===== config.mk =====
export PLATFORM = sky130hd
export DESIGN_NAME = common_dffram_fifo_ctrl
export DESIGN_NICKNAME = d
export VERILOG_FILES = /design/src/rtl/common_dffram_fifo_ctrl.sv
export SDC_FILE = /design/constraint.sdc
export NUM_CORES = 1
export LEC_CHECK = 0
export CORE_MARGIN = 4
export CORE_UTILIZATION = 34
export CTS_CLUSTER_DIAMETER = 80
export DETAILED_ROUTE_END_ITERATION = 8
export PLACE_DENSITY = 0.76
export SLEW_MARGIN = 20
export SYNTH_ARGS = -nofsm -noshare
export SYNTH_HDL_FRONTEND = slang
export SYNTH_SLANG_ARGS = --single-unit

===== constraint.sdc =====
create_clock -name clk -period 2.5 [get_ports clk]
set_input_delay 0.375 -clock clk [delete_from_list [all_inputs] [get_ports clk]]
set_output_delay 0.375 -clock clk [all_outputs]
set_load 0.02 [all_outputs]

===== src/rtl/common_dffram_fifo_ctrl.sv =====
`default_nettype none
// common_dffram_fifo_ctrl: first-word fall-through FIFO controller for an external flop RAM.
// Revision: 1.0
module common_dffram_fifo_ctrl #(
   parameter int FIFO_WIDTH        = 8,
   parameter int FIFO_DEPTH        = 4,
   parameter int ALMOST_FULL_LEVEL = FIFO_DEPTH - 1
) (
   input  logic                          clk,
   input  logic                          reset,
   input  logic                          flush,
   input  logic                          s_valid,
   input  logic [FIFO_WIDTH-1:0]         s_data,
   output logic                          s_ready,
   output logic                          m_valid,
   output logic [FIFO_WIDTH-1:0]         m_data,
   input  logic                          m_ready,
   output logic [$clog2(FIFO_DEPTH)-1:0] ram_addra,
   output logic                          ram_ena,
   output logic                          ram_wea,
   output logic [FIFO_WIDTH-1:0]         ram_dina,
   output logic [$clog2(FIFO_DEPTH)-1:0] ram_addrb,
   input  logic [FIFO_WIDTH-1:0]         ram_doutb,
   output logic [$clog2(FIFO_DEPTH):0]   count,
   output logic                          full,
   output logic                          empty,
   output logic                          almost_full
);

   localparam int AW = $clog2(FIFO_DEPTH);
   localparam int PW = AW + 1;

   logic [PW-1:0] wr_ptr;
   logic [PW-1:0] rd_ptr;
   logic [PW-1:0] wr_nxt;
   logic [PW-1:0] rd_nxt;
   logic [PW-1:0] cnt;
   logic          push;
   logic          pop;

   // The MSB of each pointer is a wrap flag, so equal addresses are disambiguated.
   assign empty   = (wr_ptr == rd_ptr);
   assign full    = (wr_ptr[AW-1:0] == rd_ptr[AW-1:0]) && (wr_ptr[AW] != rd_ptr[AW]);
   assign s_ready = ~full & ~flush;
   assign m_valid = ~empty & ~flush;
   assign push    = s_valid & s_ready;
   assign pop     = m_valid & m_ready;

   // Writes are held off while reset is low so no RAM access leaks out of reset.
   assign ram_ena   = push & reset;
   assign ram_wea   = push & reset;
   assign ram_addra = wr_ptr[AW-1:0];
   assign ram_dina  = s_data;
   assign ram_addrb = rd_ptr[AW-1:0];
   assign m_data    = ram_doutb;

   assign count       = cnt;
   assign almost_full = (cnt >= PW'(ALMOST_FULL_LEVEL));

   always_comb begin
      wr_nxt = wr_ptr;
      rd_nxt = rd_ptr;
      if (flush) begin
         wr_nxt = '0;
         rd_nxt = '0;
      end else begin
         if (push) wr_nxt = wr_ptr + PW'(1);
         if (pop)  rd_nxt = rd_ptr + PW'(1);
      end
   end

   always_ff @(posedge clk or negedge reset) begin
      if (!reset) begin
         wr_ptr <= '0;
         rd_ptr <= '0;
         cnt    <= '0;
      end else begin
         wr_ptr <= wr_nxt;
         rd_ptr <= rd_nxt;
         cnt    <= wr_nxt - rd_nxt;
      end
   end

endmodule
`default_nettype wire


==> run_results.csv <==
group,metric,value,unit
status,outcome,"completed",
critical_path,r2r_slack,150,ps
routing,via_count,468,
global_route,grt_overflow,0,
critical_path,crit_path_end_kind,"output pin",
yosys,synth_nets,99,
routing,first_pass_iters,2,
cells_and_area,drive_above_1_share,0.203,
sta,tightest_slew,295,ps
routing,drc,0,
power,pwr-share-seq,0.313,
yosys,yosysWarnings,0,
die,ios,51,
global_route,track_usage,0.110,
hold_path,hold_path_class,"in -> async",
routing,antenna_left,0,
routing,wl,1.45,mm
critical_path,r2r_start,"wr_ptr[1]$_DFF_PN0_",
routing,drt-initial-drc-count,5,
critical_path,crit_arrival,1990,ps
power,irDropWorstVdd,380,uV
clock_network,h-tree-depth,1,
sta,final_max_slew_viol_count,0,
clock_network,clock_path_buffers,2,
placement,gp_congestion,0.773,
sta,finalWorstSetupSlack,133,ps
power,p_leak,0.000412,uW
global_route,grt_max_degree,10,
global_route,grt_pass1_vias,500,
cells_and_area,final_nets,105,
clock_network,numCtsBuffers,3,
yosys,synth_cell_types,24,
global_route,antenna_found_initial,0,
routing,viasPerCell,4.42,
routing,detail_route.wl_per_cell,13.7,um
power,p_sw,257,uW
yosys,netlist_instances,74,
sta,setup_viol,0,
die,dieArea,2930,um^2
global_route,grt_first_pass_wirelength,2.26,mm
die,std_cell_rows,16,
placement,hpwl,1.15,mm
power,power_density,772,nW/um^2
clock_network,cts_tree,"built",
power,sw_frac_of_total,0.390,
clock_network,clock_sinks,9,
sta,finalHoldViolCount,0,
critical_path,cp.required,2120,ps
sta,min_period_over_period,0.947,
sta,skew,3.30,ps
clock_network,clock_latency,260,ps
sta,max_freq,0.422,GHz
cells_and_area,fin_area,853,um^2
placement,placed_area,806,um^2
clock_network,clk_pin_slew,60,ps
sta,fin_tns_setup,0,ps
critical_path,crit_path_start_kind,"flop",
die,die_w,54.1,um
die,fp.dieH,54.1,um
run,drv_cap,0,
critical_path,crit_type,"reg -> out",
clock_network,cts_root_buf,"clkbuf_4",
yosys,avgSynthCellArea,9.77,um^2
placement,portBuffers,18,
yosys,ys_seq_elements,9,
yosys,netlist_area,723,um^2
power,internal_power,402,uW
power,p_clk_frac,0.172,
critical_path,critPathMaxFanout,4,
cells_and_area,antennaDiodeCount,0,
placement,dp_slack,116,ps
die,core_area,1980,um^2
sta,fin_crit,2370,ps
yosys,seq_area_frac_synth,0.311,
clock_network,cts-hold-fix-buffers,0,
critical_path,timing.rr.end,"count[2]$_DFF_PN0_",
critical_path,r2r_cells,8,
sta,max_slew_margin,0.803,
die,initial_core_util,0.365,
sta,grt_setup_unrepaired,"no",
cells_and_area,area_growth,18.0,%
power,comb_power_share,0.515,
==> final cells by class <==
cell class	count	area (um^2)
fill	192	1130
multi-input combinational	41	343
sequential	9	225
timing repair buffer	23	218
tap	27	33.8
clock buffer	4	26.3
inverter	2	7.51
==> worst max-delay path, cell delays in order (launching register included) <==
cell and delay [ps]:
dfrtp_1 430, xor2_2 320, nor3b_4 80, nor2_1 110, and3_1 180, clkdlybuf4s50_1 600
==> sequential cells by signal, summed over array words and instances (netlist names) <==
name	flops
wr_ptr	3
rd_ptr	3
count	3
==> placed cells by master (no fill, tap or decap), drive strengths merged <==
cell | netlist | routed
ha | 3 | 3
mux2i | 4 | 4
nor3 | 1 | 1
clkbuf | 1 | 4
or2 | 2 | 2
clkdlybuf4s50 | 0 | 18
a211oi | 1 | 1
nor2 | 11 | 11
xnor2 | 1 | 1
a21o | 1 | 1
and3 | 1 | 1
nand2 | 2 | 2
xor2 | 7 | 7
nand2b | 2 | 2
nor3b | 1 | 1
fa | 1 | 1
dfrtp | 9 | 9
a21boi | 1 | 1
o21ai | 1 | 1
o31a | 1 | 1
inv | 2 | 2
buf | 21 | 5
==> worst max-delay path by stage <==
stage / startpoint / endpoint / slack, ps / cells after the start
after floorplan: rd_ptr[2]$_DFF_PN0_ / count[2]$_DFF_PN0_ / 20 / 8
after global placement: rd_ptr[2]$_DFF_PN0_ / count[2]$_DFF_PN0_ / 180 / 8
after detailed placement: wr_ptr[1]$_DFF_PN0_ / count[2]$_DFF_PN0_ / 120 / 8
after CTS: wr_ptr[1]$_DFF_PN0_ / ram_wea / 70 / 5
after global routing: rd_ptr[0]$_DFF_PN0_ / ram_wea / 5 / 5
final: wr_ptr[1]$_DFF_PN0_ / ram_wea / 130 / 5
==> cells in the mapped netlist (all sizes together) <==
| master | count | share of area |
|---|---|---|
| buf | 21 | 0.22 |
| nor2 | 11 | 0.057 |
| dfrtp | 9 | 0.31 |
| xor2 | 7 | 0.11 |
| mux2i | 4 | 0.055 |
| ha | 3 | 0.052 |
| inv | 2 | 0.010 |
| nand2 | 2 | 0.010 |
| nand2b | 2 | 0.021 |
| or2 | 2 | 0.017 |
| a211oi | 1 | 0.017 |
| a21boi | 1 | 0.010 |
| a21o | 1 | 0.010 |
| and3 | 1 | 0.0087 |
| clkbuf | 1 | 0.0052 |
| fa | 1 | 0.028 |
| nor3 | 1 | 0.014 |
| nor3b | 1 | 0.017 |
| o21ai | 1 | 0.0069 |
| o31a | 1 | 0.012 |
| xnor2 | 1 | 0.012 |
==> logic make-up after synthesis <==
logic type,share of synthesized area
adder cells (fa/ha/maj),0.0796
buffers and inverters,0.234
XOR/XNOR,0.118
AO/OA/AOI/OAI,0.0571
flip-flops,0.311
AND/OR/NAND/NOR,0.145
multiplexers,0.0554
==> power by group through the flow <==
stage	registers (uW)	logic (uW)	clock network, uW
global route	209	370	125
CTS	207	339	118
finish	206	339	114
global placement	204	329	0
floorplan	226	207	0
detailed placement	209	338	0
==> metrics by stage <==
step	power, uW	hold slack, ps	std cells	utilization
final	659	421	106	0.431
after global routing	704	438	106	0.431
after CTS	665	419	105	0.420
after detailed placement	548	630	101	0.407
after global placement	533	591	101	0.407
after floorplan	433	79.4	74	-
==> per-layer routing <==
layer | share of wire | wire length (um) | global-route usage | vias up
li1 | - | - | - | 223
met1 | 0.38 | 548 | 0.120 | 214
met2 | 0.50 | 732 | 0.183 | 24
met3 | 0.092 | 133 | 0.0222 | 7
met4 | 0.026 | 38 | 0.0830 | 0
met5 | 0 | 0 | 0 | -
==> repair_timing <==
item	4_1_cts	5_1_grt
setup buffers	0	1
resized for setup	0	2
setup endpoints to repair	0	4
Power figures use the tool's default switching activity.
==> RTL change 1, RTL diff (same flow settings) <==
Change the parameter `FIFO_DEPTH` from 4 to 16.
--- a/src/rtl/common_dffram_fifo_ctrl.sv
+++ b/src/rtl/common_dffram_fifo_ctrl.sv
@@ -5,3 +5,3 @@
    parameter int FIFO_WIDTH        = 8,
-   parameter int FIFO_DEPTH        = 4,
+   parameter int FIFO_DEPTH        = 16,
    parameter int ALMOST_FULL_LEVEL = FIFO_DEPTH - 1
Ports: changed (resized count, ram_addra and ram_addrb); port bits go from 51 to 57. No check against the original RTL was run, so the function may have changed too.
==> RTL change 1 against the original RTL <==
Synthesized area rose by 54%. Cell area rose by 71%. Clock power rose by 22%. Worst hold slack got worse by 0.0090 ns. Synthesized cell count rose by 61%. Power rose by 42%. Routed wire length rose by 92%. Setup slack got worse by 0.22 ns. Sequential cell count rose by 6. The run now ends with negative setup slack left.
==> RTL change 1: results (changes against the original RTL) <==
----------------------------------------------------
[Run status]
  Result of the run ... finished, violations left (was finished, final reports clean)
  Violated checks ... negative setup slack

[Drt]
  Met2 WL ... 1430 µm (was 732 µm)
  Met3 wire length ... 168 µm (was 133 µm)
  Length of the first detailed-routing pass in iterations ... 4 (was 2)
  WL final ... 2790 µm (was 1450 µm)
  Post-DR vias/cell ... 4.98 (was 4.42)
  Initial DRC Count ... 21 (was 5)

[Layout]
  Multi-input gate share of total cell area ... 40.9% (was 40.2%)
  Share of final layout cell area taken by clock buffers and inverters ... 1.80% (was 3.08%)
  Layout multi-input combinational cell count ... 74 (was 41)
  Footprint of the flip-flops and latches ... 375 µm² (was 225 µm²)
  # fillers ... 299 (was 192)
  Filler-free cell count of the finished design ... 184 (was 106)
  Post-layout nets ... 169 (was 105)
  Non-CTS buffers ... 45 (was 23)
  Layout overhead on the synthesized area ... 31.0% (was 18.0%)

[Yosys]
  Post-synth cell types ... 29 (was 24)
  Arithmetic-cell share of the synthesized area counting full adders, half adders and majority gates ... 8.54% (was 7.96%)
  Gate count after technology mapping ... 119 (was 74)
  Multiplexer share of the synthesized area ... 1.80% (was 5.54%)
  Cell types with the highest counts after synthesis ... 25 x buf_4, 15 x dfrtp_1, 14 x nor2_1, 9 x xor2_1, 7 x xnor2_1 (was 21 x buf_4, 11 x nor2_1, 9 x dfrtp_1, 5 x xor2_1, 4 x mux2i_1)
  Share of the yosys chip area belonging to registers ... 33.7% (was 31.1%)
  Post-Syn Nets ... 147 (was 99)
  Top area cells in the synthesized netlist ... dfrtp_1 34%, buf_4 17%, xor2_1 7.1% (was dfrtp_1 31%, buf_4 22%, xor2_1 6.1%)

[Global routing]
  Global routing usage summed across all routing layers ... 14.7% (was 11.0%)
  Global Route met1 Usage ... 15.6% (was 12.0%)
  Maximum number of pins on one net before global-route repair ... 16 (was 10)
  Via count of the first global-routing pass ... 1024 (was 500)
  GRT met3 Usage ... 2.39% (was 2.22%)
  Grt met2 use ... 25.8% (was 18.3%)

[Place]
  Area post-placement ... 1320 µm² (was 806 µm²)
  Pre-CTS setup slack ... -0.0836 ns (was 0.116 ns)
  Number of buffers added on ports ... 24 (was 18)
  Gp weighted congestion ... 0.799 (was 0.773)

[Timing]
  TNS Setup ... -0.0918 ns (was 0 ns)
  Number of endpoints failing setup at the final stage ... 1 (was 0)
  Worst clock skew on the final layout ... 0.00433 ns (was 0.00330 ns)
  Smallest setup slack after layout ... -0.0918 ns (was 0.133 ns)

[Power and ir drop]
  Static Leakage ... 0.663 nW (was 0.412 nW)

[Critical path]
  Worst reg2reg path startpoint ... wr_ptr[2] (was wr_ptr[1])
  Worst stage delay on the critical path ... 0.43 ns (was 0.60 ns)
  Kind of critical path ... register to register (was register to primary output)
  Largest delay share family, worst path ... adder cells (was buffers and inverters)

[Clock tree]
  Clock sink count ... 15 (was 9)
  Clock insertion delay at the later pin of the skew report ... 0.29 ns (was 0.26 ns)
  Clock-pin slew on the worst setup and hold paths ... 0.09 ns (was 0.06 ns)

----------------------------------------------------
-- RTL change 1: repair_timing --
action,4_1_cts,5_1_grt
endpoints found under the setup margin,3,4
resized for setup,11,8
setup buffers,5,3
hold buffers,0,0
pin swaps,5,11
endpoints found under the hold margin,0,0
-- RTL change 1: final timing paths --
path                       slack [ns]         to  cells after the start
max                             -0.09   count[4]                     12
max in group asynchronous        1.91   count[0]                      2
min reg2reg                      0.62  wr_ptr[4]                      2
max reg2reg                     -0.09   count[4]                     12
min                              0.41  wr_ptr[3]                      2
min in group clk                 0.62  wr_ptr[4]                      2
-- RTL change 1: power breakdown --
| part | internal, mW | leakage, nW | switching (mW) |
|---|---|---|---|
| clock | 0.0621 | 0.0150 | 0.0767 |
| combinational | 0.238 | 0.445 | 0.251 |
| sequential | 0.282 | 0.203 | 0.0244 |
| total | 0.582 | 0.663 | 0.352 |
==> RTL change 2, RTL diff (config.mk and constraints unchanged) <==
Without the edit above. Register the output `count` once more, without a reset; this adds one clock of latency there. The other outputs are not delayed to match.
--- a/src/rtl/common_dffram_fifo_ctrl.sv
+++ b/src/rtl/common_dffram_fifo_ctrl.sv
@@ -56,3 +56,5 @@
 
-   assign count       = cnt;
+   always_ff @(posedge clk) begin
+      count <= cnt;
+   end
    assign almost_full = (cnt >= PW'(ALMOST_FULL_LEVEL));
Check against the original RTL: not equivalent (Yosys sat finds a counterexample within 4 cycles, from zero or initial values and one cycle with reset low).
==> RTL change 2 against the original RTL <==
Routed wire length shrank 1.7%. Clock skew shrank 0.00083 ns. Count of clock-buffer cells in the layout is the same. Synthesized area grew 8.3%. Synthesized cell count grew 4.1%. Maximum frequency shrank 2.0%. Sequential cell count grew 3. Worst hold slack lost 0.050 ns. Sequential share of layout area grew 4.6 points. Cell area grew 7.8%. Largest cell class unchanged. Setup slack lost 0.048 ns. Power grew 15%.
==> RTL change 2: results (changes against the original RTL) <==
----------------------------------------------------
[Global routing]
  GRT met3 Usage ... 3.25% (was 2.22%)
  Global Route met1 Usage ... 10.5% (was 12.0%)
  Grt met2 use ... 15.4% (was 18.3%)
  Maximum number of pins on one net before global-route repair ... 11 (was 10)
  Wire length of the first global-routing pass ... 2340 µm (was 2260 µm)

[Critical path]
  End point of the critical path ... ram_ena (was ram_wea)
  Worst reg2reg path startpoint ... rd_ptr[0] (was wr_ptr[1])
  Arrival time worst endpoint ... 2.04 ns (was 1.99 ns)
  Endpoint of the most critical register-to-register path ... cnt[2] (was count[2])

[Layout]
  Share of layout cells above drive strength 1 ... 19.8% (was 20.3%)
  Post-layout nets ... 107 (was 105)

[Drt]
  Post-DR vias/cell ... 4.29 (was 4.42)
  Initial DRC Count ... 1 (was 5)
  Metal-1 WL ... 565 µm (was 548 µm)
  Met2 WL ... 726 µm (was 732 µm)
  Met3 wire length ... 104 µm (was 133 µm)
  Wire per inst ... 13.1 µm (was 13.7 µm)

[Timing]
  Worst clock skew on the final layout ... 0.00247 ns (was 0.00330 ns)
  Smallest setup slack after layout ... 0.0846 ns (was 0.133 ns)

[Yosys]
  Post-synth cell types ... 25 (was 24)
  Share of the yosys chip area belonging to registers ... 36.4% (was 31.1%)
  Top area cells in the synthesized netlist ... dfrtp_1 29%, buf_4 20%, dfxtp_1 7.7% (was dfrtp_1 31%, buf_4 22%, xor2_1 6.1%)
  Post-Syn Nets ... 102 (was 99)

[Place]
  Gp weighted congestion ... 0.739 (was 0.773)
  DP HPWL ... 1150 µm (about the same)
  Area post-placement ... 860 µm² (was 806 µm²)

[Run status]
  Result of the run ... finished, final reports clean (unchanged)

[Power and ir drop]
  Maximum vdd ir drop ... 0.000411 V (was 0.000380 V)
  Static Leakage ... 0.454 nW (was 0.412 nW)

----------------------------------------------------
-- RTL change 2: cell count changes after synthesis, sizes merged --
| cell | delta |
|---|---|
| dfxtp | +3 |
-- RTL change 2: metrics by stage --
step / power [mW] / utilization (%)
final: 0.759 / 41.6
after global routing: 0.806 / 41.6
after CTS: 0.760 / 40.5
after detailed placement: 0.606 / 38.9
after global placement: 0.601 / 38.9
after floorplan: 0.505 / -
-- RTL change 2: where the power goes --
group          total (mW)  switching [mW]  leakage [nW]  internal [mW]
Clock               0.154          0.0660        0.0210         0.0884
Sequential          0.275          0.0314         0.146          0.243
Combinational       0.330           0.167         0.288          0.163
-- RTL change 2: cell families (layout without fill, tap and decap cells) --
group / after synthesis / count (layout) / synth area share (%)
AOI/OAI and AO/OA: 5 / 5 / 5.27
xor gates and xnor gates: 8 / 8 / 10.9
adders and majority gates: 4 / 4 / 7.35
buffers and inverters: 24 / 28 / 21.6
DFF: 12 / 12 / 36.4
muxes: 4 / 4 / 5.11
and+or+nand+nor: 20 / 20 / 13.4
-- RTL change 2: how the worst min path moves through the flow --
stage            from  endpoint  slack, ns  depth (start not counted)
2_1_floorplan   reset    cnt[0]       0.08                          0
3_3_place_gp   cnt[0]  count[0]       0.35                          0
3_5_place_dp   cnt[1]  count[1]       0.36                          0
4_1_cts        cnt[1]  count[1]       0.37                          0
5_1_grt        cnt[0]  count[0]       0.39                          0
6_report       cnt[1]  count[1]       0.37                          0
-- RTL change 2: final cells by class --
cell class / count / area (µm²)
clock buffers: 4 / 36.3
fillers: 218 / 1290
inverters: 2 / 7.51
multi-input cells: 41 / 343
flip-flops and latches: 12 / 285
well taps: 28 / 35.0
repair buffers: 22 / 213
